**config.mk**
```make
export PLATFORM = sky130hd
export DESIGN_NAME = mem_access_arbiter
export DESIGN_NICKNAME = d
export VERILOG_FILES = /design/src/rtl/mem_access_arbiter.sv
export SDC_FILE = /design/constraint.sdc
export NUM_CORES = 1
export LEC_CHECK = 0
export CORE_MARGIN = 5
export CORE_UTILIZATION = 30
export DETAILED_ROUTE_END_ITERATION = 7
export HOLD_SLACK_MARGIN = 0.12
export PLACE_DENSITY_LB_ADDON = 0.25
export SYNTH_ARGS = -nofsm -noshare
export SYNTH_HDL_FRONTEND = slang
export SYNTH_SLANG_ARGS = --single-unit
```
**constraint.sdc**
```tcl
create_clock -name clk -period 7.1 [get_ports clk]
set_input_delay 0.71 -clock clk [delete_from_list [all_inputs] [get_ports clk]]
set_output_delay 0.71 -clock clk [all_outputs]
set_load 0.005 [all_outputs]
```
**src/rtl/mem_access_arbiter.sv**
```systemverilog
// Two-requester round-robin arbiter that serialises 64-bit loads/stores into
// eight byte beats on a shared byte-wide memory port, with range checking.
module mem_access_arbiter #(
  parameter int MEM_BYTES = 64,
  parameter int MEM_AW    = 6
) (
  input  logic              clk,
  input  logic              reset,
  input  logic              req0_valid,
  input  logic              req0_write,
  input  logic [63:0]       req0_addr,
  input  logic [63:0]       req0_wdata,
  output logic              req0_ready,
  output logic              rsp0_valid,
  output logic [63:0]       rsp0_rdata,
  output logic              rsp0_err,
  input  logic              req1_valid,
  input  logic              req1_write,
  input  logic [63:0]       req1_addr,
  input  logic [63:0]       req1_wdata,
  output logic              req1_ready,
  output logic              rsp1_valid,
  output logic [63:0]       rsp1_rdata,
  output logic              rsp1_err,
  output logic [MEM_AW-1:0] mem_addr,
  output logic [7:0]        mem_wdata,
  output logic              mem_we,
  output logic              mem_re,
  input  logic [7:0]        mem_rdata,
  output logic              busy
);
  typedef enum logic [1:0] {IDLE, XFER, RESP} state_t;

  localparam logic [MEM_AW-1:0] LAST_BASE = MEM_AW'(MEM_BYTES - 8);

  state_t            state_q, state_d;
  logic [2:0]        beat_q, beat_d;
  logic              last_q, last_d;
  logic [MEM_AW-1:0] addr_q, addr_d;
  logic [63:0]       wdata_q, wdata_d, rdata_q, rdata_d;
  logic              write_q, write_d, id_q, id_d, err_q, err_d;

  logic              gnt_vld, gnt_id, g_err;
  logic [63:0]       g_addr;

  // Favour the requester not granted last; last_q resets to 1 so req0 wins first.
  always_comb begin
    gnt_vld = req0_valid | req1_valid;
    gnt_id  = req1_valid & (~req0_valid | ~last_q);
    g_addr  = gnt_id ? req1_addr : req0_addr;
    g_err   = (g_addr[63:MEM_AW] != '0) || (g_addr[MEM_AW-1:0] > LAST_BASE);
  end

  always_comb begin
    state_d    = state_q;
    beat_d     = beat_q;
    last_d     = last_q;
    addr_d     = addr_q;
    wdata_d    = wdata_q;
    rdata_d    = rdata_q;
    write_d    = write_q;
    id_d       = id_q;
    err_d      = err_q;
    req0_ready = 1'b0;
    req1_ready = 1'b0;
    rsp0_valid = 1'b0;
    rsp0_rdata = '0;
    rsp0_err   = 1'b0;
    rsp1_valid = 1'b0;
    rsp1_rdata = '0;
    rsp1_err   = 1'b0;
    mem_addr   = '0;
    mem_wdata  = '0;
    mem_we     = 1'b0;
    mem_re     = 1'b0;
    busy       = 1'b0;
    case (state_q)
      IDLE: begin
        if (gnt_vld) begin
          req0_ready = ~gnt_id;
          req1_ready = gnt_id;
          last_d     = gnt_id;
          id_d       = gnt_id;
          addr_d     = g_addr[MEM_AW-1:0];
          wdata_d    = gnt_id ? req1_wdata : req0_wdata;
          write_d    = gnt_id ? req1_write : req0_write;
          err_d      = g_err;
          rdata_d    = '0;
          beat_d     = '0;
          state_d    = g_err ? RESP : XFER;
        end
      end
      XFER: begin
        busy      = 1'b1;
        mem_addr  = addr_q + MEM_AW'(beat_q);
        mem_we    = write_q;
        mem_re    = ~write_q;
        mem_wdata = wdata_q[{beat_q, 3'b000} +: 8];
        if (!write_q) rdata_d[{beat_q, 3'b000} +: 8] = mem_rdata;
        beat_d = beat_q + 3'd1;
        if (beat_q == 3'd7) state_d = RESP;
      end
      RESP: begin
        // rdata_q stays zero for stores and errors since it is cleared on grant.
        busy       = 1'b1;
        rsp0_valid = ~id_q;
        rsp0_rdata = id_q ? '0 : rdata_q;
        rsp0_err   = ~id_q & err_q;
        rsp1_valid = id_q;
        rsp1_rdata = id_q ? rdata_q : '0;
        rsp1_err   = id_q & err_q;
        state_d    = IDLE;
      end
      default: state_d = IDLE;
    endcase
    // Reset silences every output in the same cycle, so an aborted beat never writes.
    if (reset) begin
      req0_ready = 1'b0;
      req1_ready = 1'b0;
      rsp0_valid = 1'b0;
      rsp0_rdata = '0;
      rsp0_err   = 1'b0;
      rsp1_valid = 1'b0;
      rsp1_rdata = '0;
      rsp1_err   = 1'b0;
      mem_addr   = '0;
      mem_wdata  = '0;
      mem_we     = 1'b0;
      mem_re     = 1'b0;
      busy       = 1'b0;
    end
  end

  always_ff @(posedge clk) begin
    if (reset) begin
      state_q <= IDLE;
      beat_q  <= '0;
      last_q  <= 1'b1;
      addr_q  <= '0;
      wdata_q <= '0;
      rdata_q <= '0;
      write_q <= 1'b0;
      id_q    <= 1'b0;
      err_q   <= 1'b0;
    end else begin
      state_q <= state_d;
      beat_q  <= beat_d;
      last_q  <= last_d;
      addr_q  <= addr_d;
      wdata_q <= wdata_d;
      rdata_q <= rdata_d;
      write_q <= write_d;
      id_q    <= id_d;
      err_q   <= err_d;
    end
  end
endmodule

```
==> Flow_metrics.wiki, run 1 <==
{| class="wikitable"
! Metric !! Value
|-
| Proportion of synthesized chip area in sequential cells || 39.18%
|-
| Antenna Diode Count || 0
|-
| Via count of the routed design || 7,853
|-
| Post-synth top flop || sky130_fd_sc_hd__dfxtp_1
|-
| First-pass GRT wire length || 45,420 um
|-
| Leading post-synthesis cells by cell area || sky130_fd_sc_hd__dfxtp_1 39%, sky130_fd_sc_hd__and2_1 11%, sky130_fd_sc_hd__a222oi_1 6.0%
|-
| Area of the core region || 24,180 um2
|-
| Commonest non-fill, non-tap cells in the layout || 419 x sky130_fd_sc_hd__clkdlybuf4s50_1, 142 x sky130_fd_sc_hd__dfxtp_1, 130 x sky130_fd_sc_hd__and2_1
|-
| Slew Limit Fails || 0
|-
| Maxcap violations || 0
|-
| Delay of the slowest cell on the worst path || 0.61 ns
|-
| Horiz. Die Dim || 166.1 um
|-
| Number of different library cells in the post-synthesis netlist || 52
|-
| Cells after Synth || 845
|-
| Post-synthesis cell area || 7306 um2
|-
| Post-detailed-route wirelength per cell || 19.03 um
|-
| Total track usage || 20.70%
|-
| Initial core utilization || 30.22%
|-
| Gate power share || 15.8%
|-
| Final hold vios || 0
|-
| Ports || 421
|-
| Cell type contributing the most total cell area after synthesis || sky130_fd_sc_hd__dfxtp_1
|-
| Max-slew headroom || 26.60%
|-
| Actual transition at the worst max-transition pin || 1.098 ns
|-
| Resized cells post-CTS || 0
|-
| Post-synth ARST share || 0%
|-
| Arrival time of data at the critical path endpoint || 3.20 ns
|-
| Port Buffer Count || 420
|-
| Peak supply drop || 0.0001440 V
|-
| Switching power || 0.0005420 W
|-
| Number of synthesized flops with an enable pin || 0
|-
| Number of placement rows || 57
|-
| Power share of the clock group || 44.1%
|-
| Post-detailed-routing wire length || 29,650 um
|-
| Standard cell with the maximum stage delay on the critical path || sky130_fd_sc_hd__clkdlybuf4s50_1
|-
| Detailed placer's ending HPWL || 23,100 um
|-
| Clock tree from TritonCTS || built
|-
| Overall die area || 27,570 um2
|-
| Sw Ratio || 24.85%
|-
| Number of buffers added to fix hold violations after cts || 0
|-
| CTS root buffer || sky130_fd_sc_hd__clkbuf_16
|-
| Final cell count without fillers || 1,558
|-
| Skew-Pair Late Insertion Delay || 0.41 ns
|-
| Total of flip-flops plus latches after synthesis || 143
|-
| Via count of the first global-routing pass || 7,841
|-
| Number of DRC markers in iteration 0 || 560
|-
| Reg clk slew, reported paths || 0.06 ns
|-
| Portion of total power attributed to sequential cells || 40.1%
|-
| Path category of the worst min-delay check || flip-flop to flip-flop
|-
| Yosys warning total || 0
|-
| Summed negative setup slack over all endpoints || 0 ns
|-
| Kind of critical path || flip-flop to output port
|-
| Final worst path period share || 55.14%
|-
| Number of buffers created by CTS || 17
|-
| Ratio of cells with drive above 1 in the final layout || 5.429%
|-
| Placed Instance Area || 11,730 um2
|-
| Pin count of the biggest net entering global routing || 93
|-
| Final weighted congestion in routability-driven placement || 0.8456
|-
| Startpoint class of the critical path || flip-flop
|-
| Number of endpoints failing setup at the final stage || 0
|-
| Mean post-synth cell area || 8.646 um2
|-
| Final-stage net count || 1,505
|-
| Number of detailed-routing iterations run before antenna repair || 8
|-
| Total power per unit cell area || 176.4 nW/um2
|-
| Post-layout instance area || 12,360 um2
|-
| Most common library cell in the layout ignoring fill and taps || sky130_fd_sc_hd__clkdlybuf4s50_1
|-
| Setup skew after layout || 0.007333 ns
|-
| Number of nets in the synthesized netlist || 1,129
|-
| Status || complete, no violations
|-
| Critical path cell sequence || inv_1 > ha_1 > o21ai_1 > nor3_4 > buf_4 > clkdlybuf4s50_1
|-
| Count of buffers added by post-CTS timing repair for setup || 0
|-
| Floorplan die height || 166.1 um
|-
| RSZ-0062 raised after global routing || false
|-
| Number of clock sinks || 143
|-
| Total overflow reported by the global router || 0
|-
| Deepest clock path buffer count || 2
|-
| Shortest period the worst path allows || 3.915 ns
|-
| Synthesis-to-layout area growth || 69.24%
|-
| Number of H-tree levels || 4
|-
| Final hold slack || 0.4677 ns
|-
| CP Data Required Time || 6.39 ns
|-
| Sort of element at the end of the critical path || output port
|-
| Initial antenna violation count || 1
|-
| Share of Yosys cell area claimed by the top area cell type || 39.18%
|-
| Leakage power figure || 4.779 nW
|-
| Via density || 5.040
|-
| Post-route DRC || 0
|-
| Highest attainable clock frequency || 255.5 MHz
|-
| Final core utilization || 51.14%
|-
| Instance count after placement with tap cells included || 1,526
|-
| Internal Pwr Total || 0.001639 W
|-
| Max Fanout on Critical Path || 45
|-
| Count of antenna-violating nets left after detailed routing || 0
|}
==> routing by layer <==
layer	global-route usage [%]	routed length, um
met2	35.49	14350
met4	5.165	379
met3	6.237	2544
met5	0	7
met1	25.52	12370
==> power by group through the flow <==
stage	logic, W	clock network (W)	registers, W
final	0.000344	0.000963	0.000875
after global routing	0.000372	0.00102	0.000880
after CTS	0.000346	0.000983	0.000874
after detailed placement	0.000343	0	0.000892
after global placement	0.000341	0	0.000891
after floorplan	0.000142	0	0.000879
==> path summary, 6_finish.rpt <==
kind	to	cells after the start	from	slack, ns
min	wdata_q[49]	2	wdata_q[49]	0.47
min reg2reg	wdata_q[49]	2	wdata_q[49]	0.47
max	req0_ready	6	state_q[1]	3.19
max reg2reg	rdata_q[2]	7	beat_q[0]	4.03
==> registers in the layout, indices dropped and copies added (netlist names) <==
name	cells
addr_q	6
beat_q	3
err_q	1
id_q	1
last_q	1
rdata_q	64
state_q	2
wdata_q	64
write_q	1
==> through the flow <==
stage | worst slack [ns] | total power (W)
after floorplan | 4.307 | 0.001021
after global placement | 3.207 | 0.001232
after detailed placement | 3.234 | 0.001235
after CTS | 3.167 | 0.002203
after global routing | 2.942 | 0.002269
final | 3.185 | 0.002181
==> final cells by class <==
class / instances / area (um2)
clock buffers: 18 / 429.2
clock inverters: 14 / 203.9
fillers: 2294 / 11810
inverters: 52 / 195.2
multi-input cells: 581 / 4020
flip-flops and latches: 143 / 2864
well taps: 324 / 405.4
repair buffers: 426 / 4247
==> kinds of logic after synthesis <==
family / Yosys count / share of synthesized area [%]
AO/OA/AOI/OAI: 182 / 20.50
buffers and inverters: 121 / 6.371
adder cells (fa/ha/maj): 14 / 2.500
multiplexers: 16 / 4.932
XOR/XNOR: 3 / 0.3597
flip-flops: 143 / 39.18
AND/OR/NAND/NOR: 366 / 26.15
==> synth_stat cells, types with 2 or more instances <==
| cell | n |
|---|---|
| sky130_fd_sc_hd__o21ai_0 | 3 |
| sky130_fd_sc_hd__inv_1 | 51 |
| sky130_fd_sc_hd__nand4_1 | 10 |
| sky130_fd_sc_hd__mux4_2 | 16 |
| sky130_fd_sc_hd__nand2_1 | 61 |
| sky130_fd_sc_hd__nor3_1 | 7 |
| sky130_fd_sc_hd__xnor2_1 | 2 |
| sky130_fd_sc_hd__nor4_2 | 2 |
| sky130_fd_sc_hd__ha_1 | 13 |
| sky130_fd_sc_hd__nand3_1 | 7 |
| sky130_fd_sc_hd__and2_1 | 130 |
| sky130_fd_sc_hd__a311oi_1 | 20 |
| sky130_fd_sc_hd__buf_1 | 9 |
| sky130_fd_sc_hd__nor2_1 | 101 |
| sky130_fd_sc_hd__a21oi_1 | 15 |
| sky130_fd_sc_hd__nor3b_1 | 2 |
| sky130_fd_sc_hd__nand2b_1 | 2 |
| sky130_fd_sc_hd__a21o_1 | 8 |
| sky130_fd_sc_hd__nor2b_1 | 3 |
| sky130_fd_sc_hd__a222oi_1 | 44 |
| sky130_fd_sc_hd__dfxtp_1 | 143 |
| sky130_fd_sc_hd__clkbuf_1 | 53 |
| sky130_fd_sc_hd__a32oi_1 | 2 |
| sky130_fd_sc_hd__or3_1 | 2 |
| sky130_fd_sc_hd__nor4_1 | 28 |
| sky130_fd_sc_hd__nand3b_1 | 4 |
| sky130_fd_sc_hd__a22o_1 | 23 |
| sky130_fd_sc_hd__a22oi_1 | 55 |
| sky130_fd_sc_hd__buf_2 | 6 |
==> critical path: cells and delay by family (launching register included) <==
kind	cells	cell delay, ns
simple gates	1	0.21
flops	1	0.32
compound gates	1	0.49
fa+ha+maj	1	0.59
buf+inv	3	1.16
Note: power is estimated with default switching activity, not from simulation.
==> run 2: changes to the inputs <==
==> constraint.sdc (replaced) <==
create_clock -name clk -period 3.6 [get_ports clk]
set_input_delay 0.36 -clock clk [delete_from_list [all_inputs] [get_ports clk]]
set_output_delay 0.36 -clock clk [all_outputs]
set_load 0.005 [all_outputs]
==> Flow_metrics.wiki, run 2 (same netlist as run 1, synthesis figures left out) <==
{| class="wikitable"
! Metric !! Value
|-
| Status || complete, no violations
|-
| Final worst path period share || 79.67%
|-
| Final hold vios || 0 (unchanged)
|-
| Final-stage net count || 1,517 (+0.80%)
|-
| Deepest clock path buffer count || 2 (unchanged)
|-
| Register-to-register path setup slack || 0.98 ns (-3.05 ns)
|-
| CP Data Required Time || 3.24 ns (-3.15 ns)
|-
| Critical path origin || beat_q[0]
|-
| Area of the core region || 24,180 um2 (unchanged)
|-
| Switching power || 0.001052 W (+94%)
|-
| Portion of total power attributed to sequential cells || 42.3% (+2.2 points)
|-
| Initial antenna violation count || 1 (unchanged)
|-
| R2R cell count || 6 (-1)
|-
| Shortest period the worst path allows || 2.868 ns
|-
| Peak supply drop || 0.0002538 V (+76%)
|-
| Number of H-tree levels || 4 (unchanged)
|-
| Actual transition at the worst max-transition pin || 0.8542 ns (-0.2443 ns)
|-
| Setup skew after layout || 0.01076 ns (+0.003427 ns)
|-
| Arrival time of data at the critical path endpoint || 2.51 ns (-0.69 ns)
|-
| Slew Limit Fails || 0 (unchanged)
|-
| Total track usage || 20.53% (-0.17 points)
|-
| Reg-to-reg critical path endpoint || rdata_q[7]
|-
| Via density || 5.066 (+0.50%)
|-
| Port Buffer Count || 420 (unchanged)
|-
| Ports || 421 (unchanged)
|-
| Number of buffers created by CTS || 17 (unchanged)
|-
| First-pass GRT wire length || 45,370 um (-0.11%)
|-
| Post-detailed-routing wire length || 29,970 um (+1.1%)
|-
| Highest attainable clock frequency || 348.7 MHz
|-
| Horiz. Die Dim || 166.1 um (unchanged)
|-
| Total power per unit cell area || 329.6 nW/um2 (+87%)
|-
| Sw Ratio || 25.79% (+0.94 points)
|-
| Number of clock sinks || 143 (unchanged)
|-
| Final weighted congestion in routability-driven placement || 0.8878 (+5.0%)
|-
| Post-Place Worst Slack || 0.9101 ns (-2.323 ns)
|-
| Post-detailed-route wirelength per cell || 19.09 um (+0.33%)
|-
| Number of endpoints failing setup at the final stage || 0 (unchanged)
|-
| Number of placement rows || 57 (unchanged)
|-
| Startpoint class of the critical path || flip-flop
|-
| Leakage power figure || 4.794 nW (+0.31%)
|-
| Ratio of cells with drive above 1 in the final layout || 6.100% (+0.67 points)
|-
| Hold EP || beat_q[2]
|-
| Resized cells post-CTS || 0 (unchanged)
|-
| Cells on Worst Hold Path || 2 (unchanged)
|-
| Via count of the first global-routing pass || 7,767 (-0.94%)
|-
| Reg clk slew, reported paths || 0.06 ns (about the same)
|-
| Max Fanout on Critical Path || 22 (-51%)
|-
| Commonest non-fill, non-tap cells in the layout || 419 x sky130_fd_sc_hd__clkdlybuf4s50_1, 142 x sky130_fd_sc_hd__dfxtp_1, 130 x sky130_fd_sc_hd__and2_1
|-
| Detailed placer's ending HPWL || 23,660 um (+2.4%)
|-
| Overall die area || 27,570 um2 (unchanged)
|-
| Number of DRC markers in iteration 0 || 676 (+21%)
|-
| Initial core utilization || 30.22% (unchanged)
|-
| RSZ-0062 raised after global routing || false
|-
| Gate power share || 16.9% (+1.1 points)
|-
| Post-route DRC || 0 (unchanged)
|-
| Number of buffers added to fix hold violations after cts || 0 (unchanged)
|-
| Skew-Pair Late Insertion Delay || 0.41 ns (about the same)
|-
| Kind of critical path || flip-flop to output port
|-
| Max-slew headroom || 42.61% (+16 points)
|-
| Startpoint of the worst hold path || reset
|-
| Antenna Diode Count || 0 (unchanged)
|-
| Launch instance of the worst register-to-register path || beat_q[2]
|-
| Clock tree from TritonCTS || built
|-
| Count of antenna-violating nets left after detailed routing || 0 (unchanged)
|-
| Total overflow reported by the global router || 0 (unchanged)
|-
| Registers with the most flip-flops || rdata_q: 64 flops, wdata_q: 64 flops, addr_q: 6 flops
|-
| Internal Pwr Total || 0.003026 W (+85%)
|-
| Most common library cell in the layout ignoring fill and taps || sky130_fd_sc_hd__clkdlybuf4s50_1
|-
| Sort of element at the end of the critical path || output port
|-
| Final core utilization || 51.17% (about the same)
|-
| CTS root buffer || sky130_fd_sc_hd__clkbuf_16
|-
| Pin count of the biggest net entering global routing || 67 (-28%)
|-
| Power Total || 0.004077 W (+87%)
|-
| Number of detailed-routing iterations run before antenna repair || 8 (unchanged)
|-
| Final setup slack of the worst path || 0.7319 ns (-2.454 ns)
|-
| Via count of the routed design || 7,953 (+1.3%)
|-
| Floorplan die height || 166.1 um (unchanged)
|-
| Power share of the clock group || 40.8% (-3.3 points)
|-
| Summed negative setup slack over all endpoints || 0 ns (unchanged)
|-
| Count of buffers added by post-CTS timing repair for setup || 0 (unchanged)
|-
| Number of fill cells in the layout || 2,269 (-1.1%)
|-
| Synthesis-to-layout area growth || 69.34% (about the same)
|-
| Maxcap violations || 0 (unchanged)
|-
| Path category of the worst min-delay check || input pin to flip-flop
|}
-- run 2: power by group through the flow --
stage	Sequential (W)	Combinational (W)	Clock, W
floorplan	0.00173	0.000280	0
global placement	0.00176	0.000681	0
detailed placement	0.00176	0.000686	0
CTS	0.00173	0.000691	0.00170
global route	0.00173	0.000746	0.00177
finish	0.00173	0.000689	0.00166
-- run 2: layer usage --
layer | wire, um | global-route usage, % | vias to the layer above
li1 | - | - | 3839
met1 | 12910 | 26.86 | 3700
met2 | 14050 | 33.59 | 384
met3 | 2582 | 5.761 | 28
met4 | 419 | 5.237 | 2
met5 | 13 | 0 | -
-- run 2: worst max-delay path, stage by stage (launching register included) --
cell	delay, ns
sky130_fd_sc_hd__dfxtp_2	0.37
sky130_fd_sc_hd__buf_4	0.38
sky130_fd_sc_hd__mux4_2	0.59
sky130_fd_sc_hd__nand2_1	0.13
sky130_fd_sc_hd__a21oi_1	0.10
sky130_fd_sc_hd__clkdlybuf4s50_1	0.51
-- run 2: worst max path at each step --
stage / endpoint / cells past startpoint
floorplan: rdata_q[0] / 9
global placement: rdata_q[61] / 6
detailed placement: rdata_q[57] / 6
CTS: mem_wdata[2] / 5
global route: mem_wdata[2] / 5
finish: mem_wdata[1] / 5
-- run 2: area by class of cell --
type | count | area (um2) | share of cell area (%)
Clock buffer | 21 | 440.4 | 3.560
Clock inverter | 11 | 110.1 | 0.8900
Inverter | 52 | 195.2 | 1.578
Multi-Input combinational cell | 581 | 4020 | 32.49
Sequential cell | 143 | 2864 | 23.15
Tap cell | 324 | 405.4 | 3.277
Timing Repair Buffer | 438 | 4337 | 35.05
-- run 2: per-stage QoR --
| stage | hold slack [ns] | instances | area, um2 |
|---|---|---|---|
| after CTS | 0.2887 | 1570 | 12370 |
| after detailed placement | 0.4554 | 1538 | 11820 |
| after global placement | 0.4410 | 1538 | 11820 |
| after floorplan | 0.4310 | 845 | 7306 |
| final | 0.3215 | 1570 | 12370 |
| after global routing | 0.3335 | 1570 | 12370 |
